===== config.mk =====
export PLATFORM = sky130hd
export DESIGN_NAME = led_pulse_out
export DESIGN_NICKNAME = d
export VERILOG_FILES = /design/src/rtl/led_pulse_out.sv
export SDC_FILE = /design/constraint.sdc
export NUM_CORES = 1
export LEC_CHECK = 0
export ABC_AREA = 1
export CORE_UTILIZATION = 46
export DETAILED_ROUTE_END_ITERATION = 10
export GPL_TIMING_DRIVEN = 0
export PLACE_DENSITY = 0.65
export SLEW_MARGIN = 25
export SYNTH_ARGS = -nofsm -noshare
export SYNTH_HDL_FRONTEND = slang
export SYNTH_SLANG_ARGS = --single-unit

===== constraint.sdc =====
create_clock -name clk -period 2.8 [get_ports clk]
set_input_delay 0.28 -clock clk [delete_from_list [all_inputs] [get_ports clk]]
set_output_delay 0.28 -clock clk [all_outputs]
set_load 0.05 [all_outputs]

===== src/rtl/led_pulse_out.sv =====
// Turns 1-cycle event strobes into visible LED blinks (ON_TICKS lit, OFF_TICKS dark).
// Events arriving mid-blink are queued in a saturating counter and replayed back-to-back.
module led_pulse_out #(
  parameter int BIT_SIZE  = 20,
  parameter int ON_TICKS  = 4,
  parameter int OFF_TICKS = 2,
  parameter int CNT_W     = 4
) (
  input  logic             clk,
  input  logic             i_sclr,
  input  logic             i_pulse,
  output logic             o_led,
  output logic             o_busy,
  output logic [CNT_W-1:0] o_pending,
  output logic             o_ovf
);

  localparam int MAX_T   = (ON_TICKS > OFF_TICKS) ? ON_TICKS : OFF_TICKS;
  localparam int TIMER_W = (MAX_T > 1) ? $clog2(MAX_T) : 1;

  localparam logic [TIMER_W-1:0] ON_LOAD  = TIMER_W'(ON_TICKS - 1);
  localparam logic [TIMER_W-1:0] OFF_LOAD = TIMER_W'(OFF_TICKS - 1);
  localparam logic [CNT_W-1:0]   PEND_MAX = '1;

  typedef enum logic [1:0] {
    ST_IDLE,
    ST_ON,
    ST_GAP
  } state_t;

  state_t               state;
  logic [BIT_SIZE-1:0]  prescaler;
  logic [TIMER_W-1:0]   timer;
  logic                 tick;
  logic                 pend_nz;
  logic                 start;

  assign tick    = &prescaler;
  assign pend_nz = |o_pending;

  // A blink starts from IDLE, or straight out of an expired GAP when work is queued.
  assign start = tick && pend_nz &&
                 ((state == ST_IDLE) || ((state == ST_GAP) && (timer == '0)));

  always_ff @(posedge clk) begin
    if (i_sclr) begin
      prescaler <= '0;
    end else begin
      prescaler <= prescaler + 1'b1;
    end
  end

  always_ff @(posedge clk) begin
    if (i_sclr) begin
      o_pending <= '0;
      o_ovf     <= 1'b0;
    end else begin
      case ({i_pulse, start})
        2'b10: begin
          if (o_pending != PEND_MAX) begin
            o_pending <= o_pending + 1'b1;
          end else begin
            o_ovf <= 1'b1;
          end
        end
        2'b01: o_pending <= o_pending - 1'b1;
        default: ;
      endcase
    end
  end

  // o_led/o_busy are updated alongside the state so they track it with no extra lag.
  always_ff @(posedge clk) begin
    if (i_sclr) begin
      state  <= ST_IDLE;
      timer  <= '0;
      o_led  <= 1'b0;
      o_busy <= 1'b0;
    end else if (tick) begin
      case (state)
        ST_IDLE: begin
          if (pend_nz) begin
            state  <= ST_ON;
            timer  <= ON_LOAD;
            o_led  <= 1'b1;
            o_busy <= 1'b1;
          end
        end
        ST_ON: begin
          if (timer != '0) begin
            timer <= timer - 1'b1;
          end else begin
            state <= ST_GAP;
            timer <= OFF_LOAD;
            o_led <= 1'b0;
          end
        end
        ST_GAP: begin
          if (timer != '0) begin
            timer <= timer - 1'b1;
          end else if (pend_nz) begin
            state <= ST_ON;
            timer <= ON_LOAD;
            o_led <= 1'b1;
          end else begin
            state  <= ST_IDLE;
            o_busy <= 1'b0;
          end
        end
        default: begin
          state  <= ST_IDLE;
          timer  <= '0;
          o_led  <= 1'b0;
          o_busy <= 1'b0;
        end
      endcase
    end
  end

endmodule

## Word-level counts from Yosys, hierarchy flattened

Cells that the tools add are included.

| word-level totals | value |
|---|---|
| bits in registers | 31 |
| logic and storage cells | 57 |

| operators by class | value |
|---|---|
| $add $sub $neg | 4 |
| equal/unequal tests | 10 |
| mux-type cells | 19 |
| bitwise operators | 2 |
| reduce and logical (&&, ||, !) cells | 15 |

Operators with widths:

| operator | count |
|---|---|
| AND reduction 24 bit | 1 |
| AND reduction 23 bit | 1 |
| AND reduction 22 bit | 1 |
| adder 20 x 1 -> 20 bit, second input constant | 1 |
| AND reduction 20 bit | 1 |
| 2-to-1 mux 2 bit | 6 |
| one-hot mux 2 bit (3 select lines) | 2 |
| != test 2 bit, second input constant | 5 |
| one-hot mux 4 bit (2 select lines) | 1 |
| 2-to-1 mux 1 bit | 7 |
| one-hot mux 1 bit (3 select lines) | 2 |
| adder 4 x 1 -> 4 bit, second input constant | 1 |
| == test 2 x 1 -> 1 bit, second input constant | 2 |
| == test 2 bit, second input constant | 2 |
| zero test 2 bit | 2 |
| 2-to-1 mux 4 bit | 1 |
| != test 4 bit, second input constant | 1 |
| AND reduction 2 bit | 2 |
| nonzero test 2 bit | 2 |
| OR reduction 4 bit | 1 |
| subtractor 4 x 1 -> 4 bit, second input constant | 1 |
| logical AND 1 bit | 3 |
| inverter 1 bit | 2 |
| subtractor 2 x 1 -> 2 bit, second input constant | 1 |
| logical OR 1 bit | 1 |

## Depth between registers and ports, before layout

Gate-level depths: netlist of run 1.

| logic depth | value |
|---|---|
| word-level depth | 7 |
| gate-level depth with buffers | 17 |

## Least setup slack after synthesis of run 1

No wires, ideal clock.

| timing | value |
|---|---|
| path kind | register to register |
| start | register o_pending[0] |
| end | register o_pending[3] |
| library setup time | 0.115 ns |
| arrival time | 2.289 ns |
| data required time | 2.685 ns |
| setup slack | 0.396 ns |
| cell stages (with the launch flop) | 18 |
| path buffers | 0 |
| period minus slack after synthesis | 2.404 ns |
| cells stage by stage | dfxtp_1 -> nor2_1 -> nand2_2 -> nand2_1 -> nor2_2 -> inv_2 -> nor2_4 -> nand2_2 -> inv_1 -> ha_1 -> nand2_1 -> nand2_1 -> a31oi_1 -> inv_1 -> nand4_1 -> nand3_1 -> nand2_1 -> nor2_1 |

| between the ends | value |
|---|---|
| word-level cells in the longest chain between the ends | 6 |

RTL lines:

| element | line | source |
|---|---|---|
| from (decl) | 14 | `output logic [CNT_W-1:0] o_pending,` |
| from (signal assigned) | 61 | `o_pending <= o_pending + 1'b1;` |
| from (signal assigned) | 66 | `2'b01: o_pending <= o_pending - 1'b1;` |
| parallel branches: the longest is 6 deep, another holds adder 4 x 1 -> 4 bit | - |  |

Parallel ways; which one is timed is not known. The select of a mux whose other input is x is not followed.
A chain may end at the register's enable or synchronous reset.

## Final worst setup path of run 1

| timing | value |
|---|---|
| start | register prescaler[0] |
| end | register o_pending[3] |

| between the ends | value |
|---|---|
| word-level cells in the longest chain between the ends | 6 |

RTL lines:

| element | line | source |
|---|---|---|
| from (decl) | 32 | `logic [BIT_SIZE-1:0] prescaler;` |
| from (signal assigned) | 49 | `prescaler <= prescaler + 1'b1;` |
| AND reduction 20 bit * | 38 | `assign tick = &prescaler;` |
| logical AND 1 bit * (2 in a row) | 42 | `assign start = tick && pend_nz &&` |
| == test 2 bit or == test 2 x 1 -> 1 bit (tied branches) | 58 | `case ({i_pulse, start})` |
| != test 2 bit (no line) or nonzero test 2 bit (tied branches) | - |  |
| AND reduction 2 bit (no line) | - |  |

Every way passes the cells marked *; elsewhere a longest branch is shown, timed or not.

==> flow_metrics.py, run 1 <==
metrics = {
    "finish": {
        "regArea_um2": 621,
        "final_common_cell": "nand2_1",
        "num-nets-final": 265,
        "antennaDiodeCount": 0,
        "drive_above_1_share_pct": 15.1,
        "multi_input_area_um2": 976,
        "num-fill-cells": 352,
        "layout_common_cells": "nand2_1, inv_1, dfxtp_1",
        "syn2layout_area_growth_pct": 14.3,
    },
    "die": {
        "die_h_um": 63.6,
        "dieArea_um2": 4050,
        "coreArea_um2": 3660,
        "rows": 22,
        "io_pins": 10,
        "die_w_um": 63.6,
        "start_util_pct": 47.7,
    },
    "timing": {
        "setup_viol": 0,
        "achievable-frequency_mhz": 426,
        "rsz0062_at_grt": "false",
        "maxSlewViolCount": 0,
        "period_share_pct": 83.9,
        "min_period_ps": 2350,
        "hold_viol": 0,
        "worstMarginPinSlew_ps": 550,
        "skew_ps": 7.45,
        "slew_headroom_pct": 63.3,
        "setup_tns_ps": 0,
        "worst_slack_ps": 451,
    },
    "placement": {
        "post-dp-hpwl_um": 2510,
        "port_buffers": 9,
        "routabilityCongestion": 0.757,
        "pre_cts_ws_ps": 451,
    },
    "global_routing": {
        "antenna_found_initial": 0,
        "grt_max_degree": 11,
        "grt_pass1_wl_um": 5910,
        "first_global_vias": 1345,
        "grt_use_total_pct": 19.4,
        "grt_overflow": 0,
    },
    "critical_path": {
        "cp-startpoint": "prescaler[0]",
        "crit_path_end": "o_pending[3]",
        "crit_path_max_incr_delay_ps": 370,
        "crit_chain": "ha_1 > nand3_1 > nor2_4 > nand3_4 > nor2_4 > nand2_2 > inv_1 > ha_1 > nand2_1 > nand2_1 > a31oi_1 > nand3_1 > a21oi_1 > nor2_1",
        "r2r_start": "prescaler[0]",
        "worstReg2RegEnd": "o_pending[3]",
        "crit_fanout": 4,
        "path_class": "reg -> reg",
        "critPathSlowestCell": "dfxtp_1",
        "arrival_ps": 2530,
        "rrSetupSlack_ps": 450,
        "r2r_cells": 14,
        "crit_path_start_kind": "register",
        "required_ps": 2980,
        "cp-end-kind": "register",
    },
    "pwr": {
        "vdd_drop_max_uv": 246,
        "power_density_nw_per_um2": 459,
        "p_leak_nw": 0.805,
    },
    "logic_synthesis": {
        "yosysTopAreaCell": "dfxtp_1",
        "synth_area_um2": 1750,
        "yosysSeqAreaShare_pct": 35.5,
        "synth.area.top_cells": "dfxtp_1, nand2_1, inv_1",
        "synth_edf_count": 0,
        "yosysWarnings": 0,
        "async_reset_ff_share_pct": 0,
        "yosysUniqueCellTypes": 32,
        "syn_area_per_cell_um2": 7.22,
        "ys_ff_latch": 31,
        "synthFlopType": "dfxtp_1",
        "synth_top_area_share_pct": 35.5,
        "syn_inst": 242,
        "synth_nets": 249,
    },
    "route": {
        "viasPerCell": 4.85,
        "wl_per_cell_um": 10.8,
        "drc": 0,
        "vias": 1489,
        "drt-pass1-iter-count": 4,
        "wl_um": 3310,
        "drt_iter0_drc": 56,
        "ant_nets": 0,
    },
    "job": {
        "drv_cap": 0,
    },
    "cts": {
        "post-cts-setup-buffers": 0,
        "hold_buffers": 0,
        "ctsHtreeMaxLevel": 2,
        "clk_latency_ps": 280,
        "cts_tree": "done",
        "cts.reportedPaths.clkPinSlew_ps": 60,
        "numCtsBuffers": 5,
        "ctsResizeCount": 0,
        "root_buffer": "clkbuf_8",
        "clockBufferDepth": 2,
        "cts.sinks": 31,
    },
    "min_path": {
        "hold_class": "reg -> reg",
    },
    "run_status": {
        "status": "completed",
    },
}
[through the flow]
stage / instances / hold WS [ps] / utilization [%] / power [W] / instance area [um2]
after floorplan: 242 / 429 / - / 0.000523 / 1750
after global placement: 299 / 441 / 51.8 / 0.000545 / 1900
after detailed placement: 299 / 447 / 51.8 / 0.000546 / 1900
after CTS: 307 / 457 / 54.6 / 0.000935 / 2000
after global routing: 307 / 482 / 54.6 / 0.000970 / 2000
final: 307 / 453 / 54.6 / 0.000917 / 2000
[where the power goes]
group	total (W)	switching (W)	internal, W
Combinational	0.0000784	0.0000514	0.0000270
Clock	0.000382	0.000158	0.000224
Sequential	0.000457	0.00000843	0.000448
Total	0.000917	0.000218	0.000699
[sequential cells by signal (all words and copies together), names as in the netlist]
| register | flops |
|---|---|
| state | 2 |
| prescaler | 20 |
| o_busy | 1 |
| o_ovf | 1 |
| o_led | 1 |
| timer | 2 |
| o_pending | 4 |
[Yosys cell counts, drive strengths merged (3+ instances only)]
cell and n:
nand2 50, nor2 38, inv 36, dfxtp 31
o21ai 18, a21oi 17, nand3 12, nor3 10
nand4 5, o21a 5, a31oi 3, ha 3
nor4 3
[kinds of logic after synthesis]
kind of cell	Yosys count	synth area share [%]
buffers and inverters	39	8.66
flip-flops	31	35.5
adder cells (fa/ha/maj)	4	3.29
AND/OR/NAND/NOR	121	37.4
XOR/XNOR	2	1.00
AO/OA/AOI/OAI	45	14.2
[worst min-delay path by stage]
| stage | from | endpoint | slack, ps | cells after the start |
|---|---|---|---|---|
| 2_1_floorplan | prescaler[0] | prescaler[0] | 430 | 1 |
| 3_3_place_gp | prescaler[0] | prescaler[0] | 440 | 1 |
| 3_5_place_dp | prescaler[11] | prescaler[11] | 450 | 2 |
| 4_1_cts | prescaler[11] | prescaler[11] | 460 | 2 |
| 5_1_grt | o_ovf | o_ovf | 480 | 1 |
| 6_report | prescaler[11] | prescaler[11] | 450 | 2 |
[layout make-up]
cell class | count | share of cell area (%)
sequential | 31 | 31.1
buffer | 2 | 0.564
timing repair buffer | 9 | 4.51
multi-input combinational | 172 | 48.8
inverter | 37 | 7.01
clock buffer | 8 | 5.01
tap | 48 | 3.01
[worst max-delay path, delay by kind of cell (launching register included)]
family | cells | cell delay, ps
flops | 1 | 370
fa+ha+maj | 2 | 490
compound gates | 2 | 360
simple gates | 9 | 950
buf+inv | 1 | 90
[metal layers]
metal | vias up | routed length, um | share of wire (%) | GRT usage, %
met5 | - | 0 | 0 | 0
li1 | 825 | - | - | -
met3 | 6 | 73 | 2.2 | 5.43
met4 | 0 | 71 | 2.1 | 10.2
met1 | 645 | 1630 | 49 | 22.5
met2 | 13 | 1540 | 46 | 31.9
Power figures use the tool's default switching activity.
==> run 2, diff against run 1 <==
- PLACE_DENSITY: 0.65 -> 0.68
- clock period: 2.8 -> 2.1 ns (I/O delays scaled with it)
==> flow_metrics.py, run 2 (same netlist as run 1, synthesis figures left out) <==
metrics = {
    "run_status": {
        "status": "completed",
    },
    "critical_path": {
        "cp-end-kind": "register",
        "required_ps": 2280,
        "arrival_ps": 2190,
        "crit_fanout": 5,
        "rrSetupSlack_ps": 100,
        "path_class": "reg -> reg",
        "crit_path_end": "o_pending[3]",
        "cp-startpoint": "prescaler[9]",
        "worstReg2RegEnd": "o_pending[3]",
        "crit_path_start_kind": "register",
        "r2r_cells": 17,
        "r2r_start": "prescaler[9]",
    },
    "min_path": {
        "hold_class": "reg -> reg",
    },
    "finish": {
        "largest_reg_flops": 20,
        "layout_common_cells": "nand2_1, inv_1, nor2_1",
        "antennaDiodeCount": 0,
        "largest-register": "prescaler",
        "num-nets-final": 285,
        "top_regs": "prescaler (20), o_pending (4)",
        "drive_above_1_share_pct": 32.3,
        "final_util_pct": 62.5,
        "finalNonFillerCells": 327,
        "syn2layout_area_growth_pct": 30.9,
        "final_common_cell": "nand2_1",
    },
    "global_routing": {
        "grt_max_degree": 11,
        "antenna_found_initial": 0,
        "grt_overflow": 0,
        "grt_pass1_wl_um": 6100,
        "grt_use_total_pct": 19.7,
        "first_global_vias": 1406,
    },
    "die": {
        "io_pins": 10,
        "rows": 22,
        "start_util_pct": 47.7,
        "die_h_um": 63.6,
        "dieArea_um2": 4050,
        "coreArea_um2": 3660,
        "die_w_um": 63.6,
    },
    "pwr": {
        "power_density_nw_per_um2": 596,
        "vdd_drop_max_uv": 440,
        "p_total_w": 0.00136,
        "p_leak_nw": 0.928,
    },
    "timing": {
        "skew_ps": 7.43,
        "worstMarginPinSlew_ps": 544,
        "min_period_ps": 2000,
        "hold_viol": 0,
        "whs_ps": 453,
        "achievable-frequency_mhz": 500,
        "setup_viol": 0,
        "period_share_pct": 95.3,
        "slew_headroom_pct": 63.8,
        "rsz0062_at_grt": "true",
        "maxSlewViolCount": 0,
    },
    "cts": {
        "clk_latency_ps": 290,
        "cts.sinks": 31,
        "numCtsBuffers": 5,
        "cts_tree": "done",
        "hold_buffers": 0,
        "ctsHtreeMaxLevel": 2,
        "cts.reportedPaths.clkPinSlew_ps": 70,
        "clockBufferDepth": 2,
        "root_buffer": "clkbuf_8",
    },
    "placement": {
        "post-dp-hpwl_um": 2540,
        "port_buffers": 9,
        "routabilityCongestion": 0.843,
        "dp.cells": 299,
    },
    "route": {
        "vias": 1619,
        "drt_iter0_drc": 69,
        "viasPerCell": 4.95,
        "ant_nets": 0,
        "wl_um": 3700,
        "drt-pass1-iter-count": 4,
        "wl_per_cell_um": 11.3,
        "drc": 0,
    },
    "job": {
        "drv_cap": 0,
    },
}
==> run 2: cell count changes in the layout (fill, tap and decap cells not counted), moves of 3 or more <==
cell / previous run / this run
buf_4: 1 / 21
dfxtp_1: 31 / 15
dfxtp_2: 0 / 9
dfxtp_4: 0 / 7
nand2_1: 40 / 36
inv_1: 33 / 30
nand2_2: 8 / 11
==> run 2: layer usage <==
| layer | GRT usage [%] | up-vias | routed length (um) |
|---|---|---|---|
| met5 | 0 | - | 0 |
| met4 | 7.67 | 0 | 50 |
| met3 | 5.43 | 6 | 72 |
| met2 | 32.8 | 15 | 1750 |
| met1 | 23.6 | 738 | 1830 |
| li1 | - | 860 | - |
==> run 2: worst min-delay path by stage <==
stage	depth (start not counted)	end	from
finish	1	prescaler[5]	prescaler[5]
global route	1	o_ovf	o_ovf
CTS	2	prescaler[11]	prescaler[11]
detailed placement	2	prescaler[11]	prescaler[11]
global placement	1	prescaler[0]	prescaler[0]
floorplan	2	prescaler[16]	i_sclr
==> run 2: worst max-delay path: stages (launching register included) <==
cell and delay, ps:
dfxtp_4 360, nand2_2 80, nor2_4 130, nand2_2 90, clkinv_2 70, nand3_4 80
nor2_4 120, nand2_4 80, inv_4 70, ha_4 210, nand2_2 70, nand2_2 50
a31oi_4 160, inv_1 60, nand4_1 90, nand3_1 80, nand2_1 60, nor2_1 30
==> run 2: area by class of cell <==
type,count,area (um2)
clock inverter,2,35.0
buffer,2,11.3
tap,48,60.1
fill,333,1370
multi-input combinational,172,1060
inverter,37,143
sequential,31,658
clock buffer,6,82.6
timing repair buffer,29,240
==> run 2: per-stage QoR <==
stage | worst slack [ps] | TNS (ps) | instance area, um2
3_5_place_dp | -255 | -255 | 1920
3_3_place_gp | -217 | -217 | 1920
2_1_floorplan | 14.1 | 0 | 1770
4_1_cts | 4.70 | 0 | 2130
5_1_grt | -65.2 | -65.2 | 2290
6_report | 98.6 | 0 | 2290
==> run 2: report_power, final <==
part | switching (W) | internal, W | leakage (nW) | total [W]
sequential | 0.0000114 | 0.000593 | 0.260 | 0.000605
clock | 0.000223 | 0.000383 | 0.0612 | 0.000607
combinational | 0.0000856 | 0.0000662 | 0.607 | 0.000152
==> run 2: timing repair <==
action                                  in CTS  in global routing
gates resized for setup                     17                 17
pin swaps                                    4                 10
setup buffers                                5                 15
endpoints found under the setup margin       1                  1
==> run 3, diff against run 2 <==
- PLACE_DENSITY: 0.68 -> 0.65
==> flow_metrics.py, run 3 (same netlist as run 1, synthesis figures left out) <==
metrics = {
    "critical_path": {
        "crit_path_start_kind": "register",
        "worstReg2RegEnd": "o_pending[3]",
        "path_class": "reg -> reg",
        "required_ps": 2280,
        "r2r_cells": 14,
        "cp-end-kind": "register",
        "rrSetupSlack_ps": 80,
        "arrival_ps": 2200,
        "r2r_start": "prescaler[1]",
        "crit_fanout": 3,
    },
    "timing": {
        "maxSlewViolCount": 0,
        "min_period_ps": 2020,
        "setup_tns_ps": 0,
        "hold_viol": 0,
        "setup_viol": 0,
        "rsz0062_at_grt": "true",
        "worstMarginPinSlew_ps": 548,
        "slew_headroom_pct": 63.5,
        "period_share_pct": 96.3,
        "whs_ps": 457,
        "skew_ps": 9.79,
        "achievable-frequency_mhz": 494,
    },
    "job": {
        "drv_cap": 0,
    },
    "min_path": {
        "holdPathStages": 1,
        "min_from": "prescaler[5]",
        "hold_end": "prescaler[5]",
        "hold_class": "reg -> reg",
    },
    "cts": {
        "cts.sinks": 31,
        "clockBufferDepth": 2,
        "cts.reportedPaths.clkPinSlew_ps": 70,
        "clk_latency_ps": 280,
        "cts_tree": "done",
        "numCtsBuffers": 5,
        "ctsHtreeMaxLevel": 2,
        "root_buffer": "clkbuf_8",
    },
    "finish": {
        "layout_common_cells": "nand2_1, inv_1, nor2_1",
        "top_regs": "prescaler (20), o_pending (4)",
        "largest-register": "prescaler",
        "syn2layout_area_growth_pct": 27.4,
        "antennaDiodeCount": 0,
        "num-nets-final": 280,
        "num-fill-cells": 337,
        "drive_above_1_share_pct": 29.9,
        "largest_reg_flops": 20,
        "final_common_cell": "nand2_1",
        "final_area_um2": 2230,
        "final_util_pct": 60.8,
    },
    "global_routing": {
        "grt_overflow": 0,
        "grt_use_total_pct": 19.4,
        "antenna_found_initial": 0,
        "grt_max_degree": 11,
        "first_global_vias": 1447,
        "grt_pass1_wl_um": 6110,
    },
    "route": {
        "drc": 0,
        "viasPerCell": 5.03,
        "wl_um": 3700,
        "ant_nets": 0,
        "drt_iter0_drc": 57,
        "drt-pass1-iter-count": 4,
        "vias": 1621,
        "wl_per_cell_um": 11.5,
    },
    "pwr": {
        "p_leak_nw": 0.885,
        "power_density_nw_per_um2": 566,
        "vdd_drop_max_uv": 437,
        "p_total_w": 0.00126,
    },
    "die": {
        "rows": 22,
        "coreArea_um2": 3660,
        "start_util_pct": 47.7,
        "io_pins": 10,
        "dieArea_um2": 4050,
        "die_h_um": 63.6,
        "die_w_um": 63.6,
    },
    "placement": {
        "placed_area_um2": 1920,
        "routabilityCongestion": 0.880,
        "port_buffers": 9,
        "post-dp-hpwl_um": 2620,
    },
    "run_status": {
        "status": "completed",
    },
}
-- run 3: changes by cell type in the layout (fill, tap and decap cells not counted), sizes merged --
cell    before  now
bufinv       1    0
buf         21   16
clkbuf       7    9
clkinv       2    1
-- run 3: stage by stage --
step	std cells	setup WS, ps
floorplan	242	14.1
global placement	299	-190
detailed placement	299	-202
CTS	310	5.46
global route	322	-60.4
finish	322	76.9
-- run 3: worst max-delay path by stage --
stage                        from           end  slack [ps]  cells after the start
CTS                  prescaler[0]  o_pending[3]           5                     16
detailed placement   prescaler[0]  o_pending[3]        -200                     16
global placement     prescaler[0]  o_pending[3]        -190                     14
global route        prescaler[15]  o_pending[3]         -60                     17
floorplan            o_pending[0]  o_pending[3]          10                     15
finish               prescaler[1]  o_pending[3]          80                     14
-- run 3: power by group --
| part | switching [W] | total, W | leakage, nW | internal (W) |
|---|---|---|---|---|
| Sequential | 0.0000141 | 0.000609 | 0.259 | 0.000595 |
| Combinational | 0.0000781 | 0.000134 | 0.574 | 0.0000557 |
| Clock | 0.000219 | 0.000518 | 0.0515 | 0.000299 |
| Total | 0.000311 | 0.00126 | 0.885 | 0.000949 |
-- run 3: cell type report --
| cell class | count | area (um2) | share of cell area, % |
|---|---|---|---|
| multi-input cells | 172 | 1060 | 47.4 |
| flip-flops and latches | 31 | 654 | 29.4 |
| repair buffers | 24 | 203 | 9.10 |
| inverters | 37 | 143 | 6.40 |
| clock buffers | 8 | 100 | 4.49 |
| well taps | 48 | 60.1 | 2.70 |
| plain buffers | 2 | 11.3 | 0.506 |
-- run 3: what timing repair did --
action	CTS	global route
gates resized for setup	12	19
setup endpoints to repair	1	1
buffers inserted	3	12
pin swaps	4	13
hold buffers	0	0
-- run 3: layer usage --
metal  track usage, %  routed length (um)
met1             24.8                1830
met2             31.1                1700
met3             4.89                 121
met4             6.82                  55
met5                0                   0
-- run 3: worst max-delay path, cell delays in order (launching register included) --
cell and delay [ps]:
dfxtp_2 360, ha_4 150, nand3_4 80, nor2_4 120, nand3_4 90, nor2_4 130, nand2_4 90, inv_4 70
ha_4 210, nand2_2 60, nand2_2 60, a31oi_4 180, nand3_2 100, a21oi_1 150, nor2_1 50
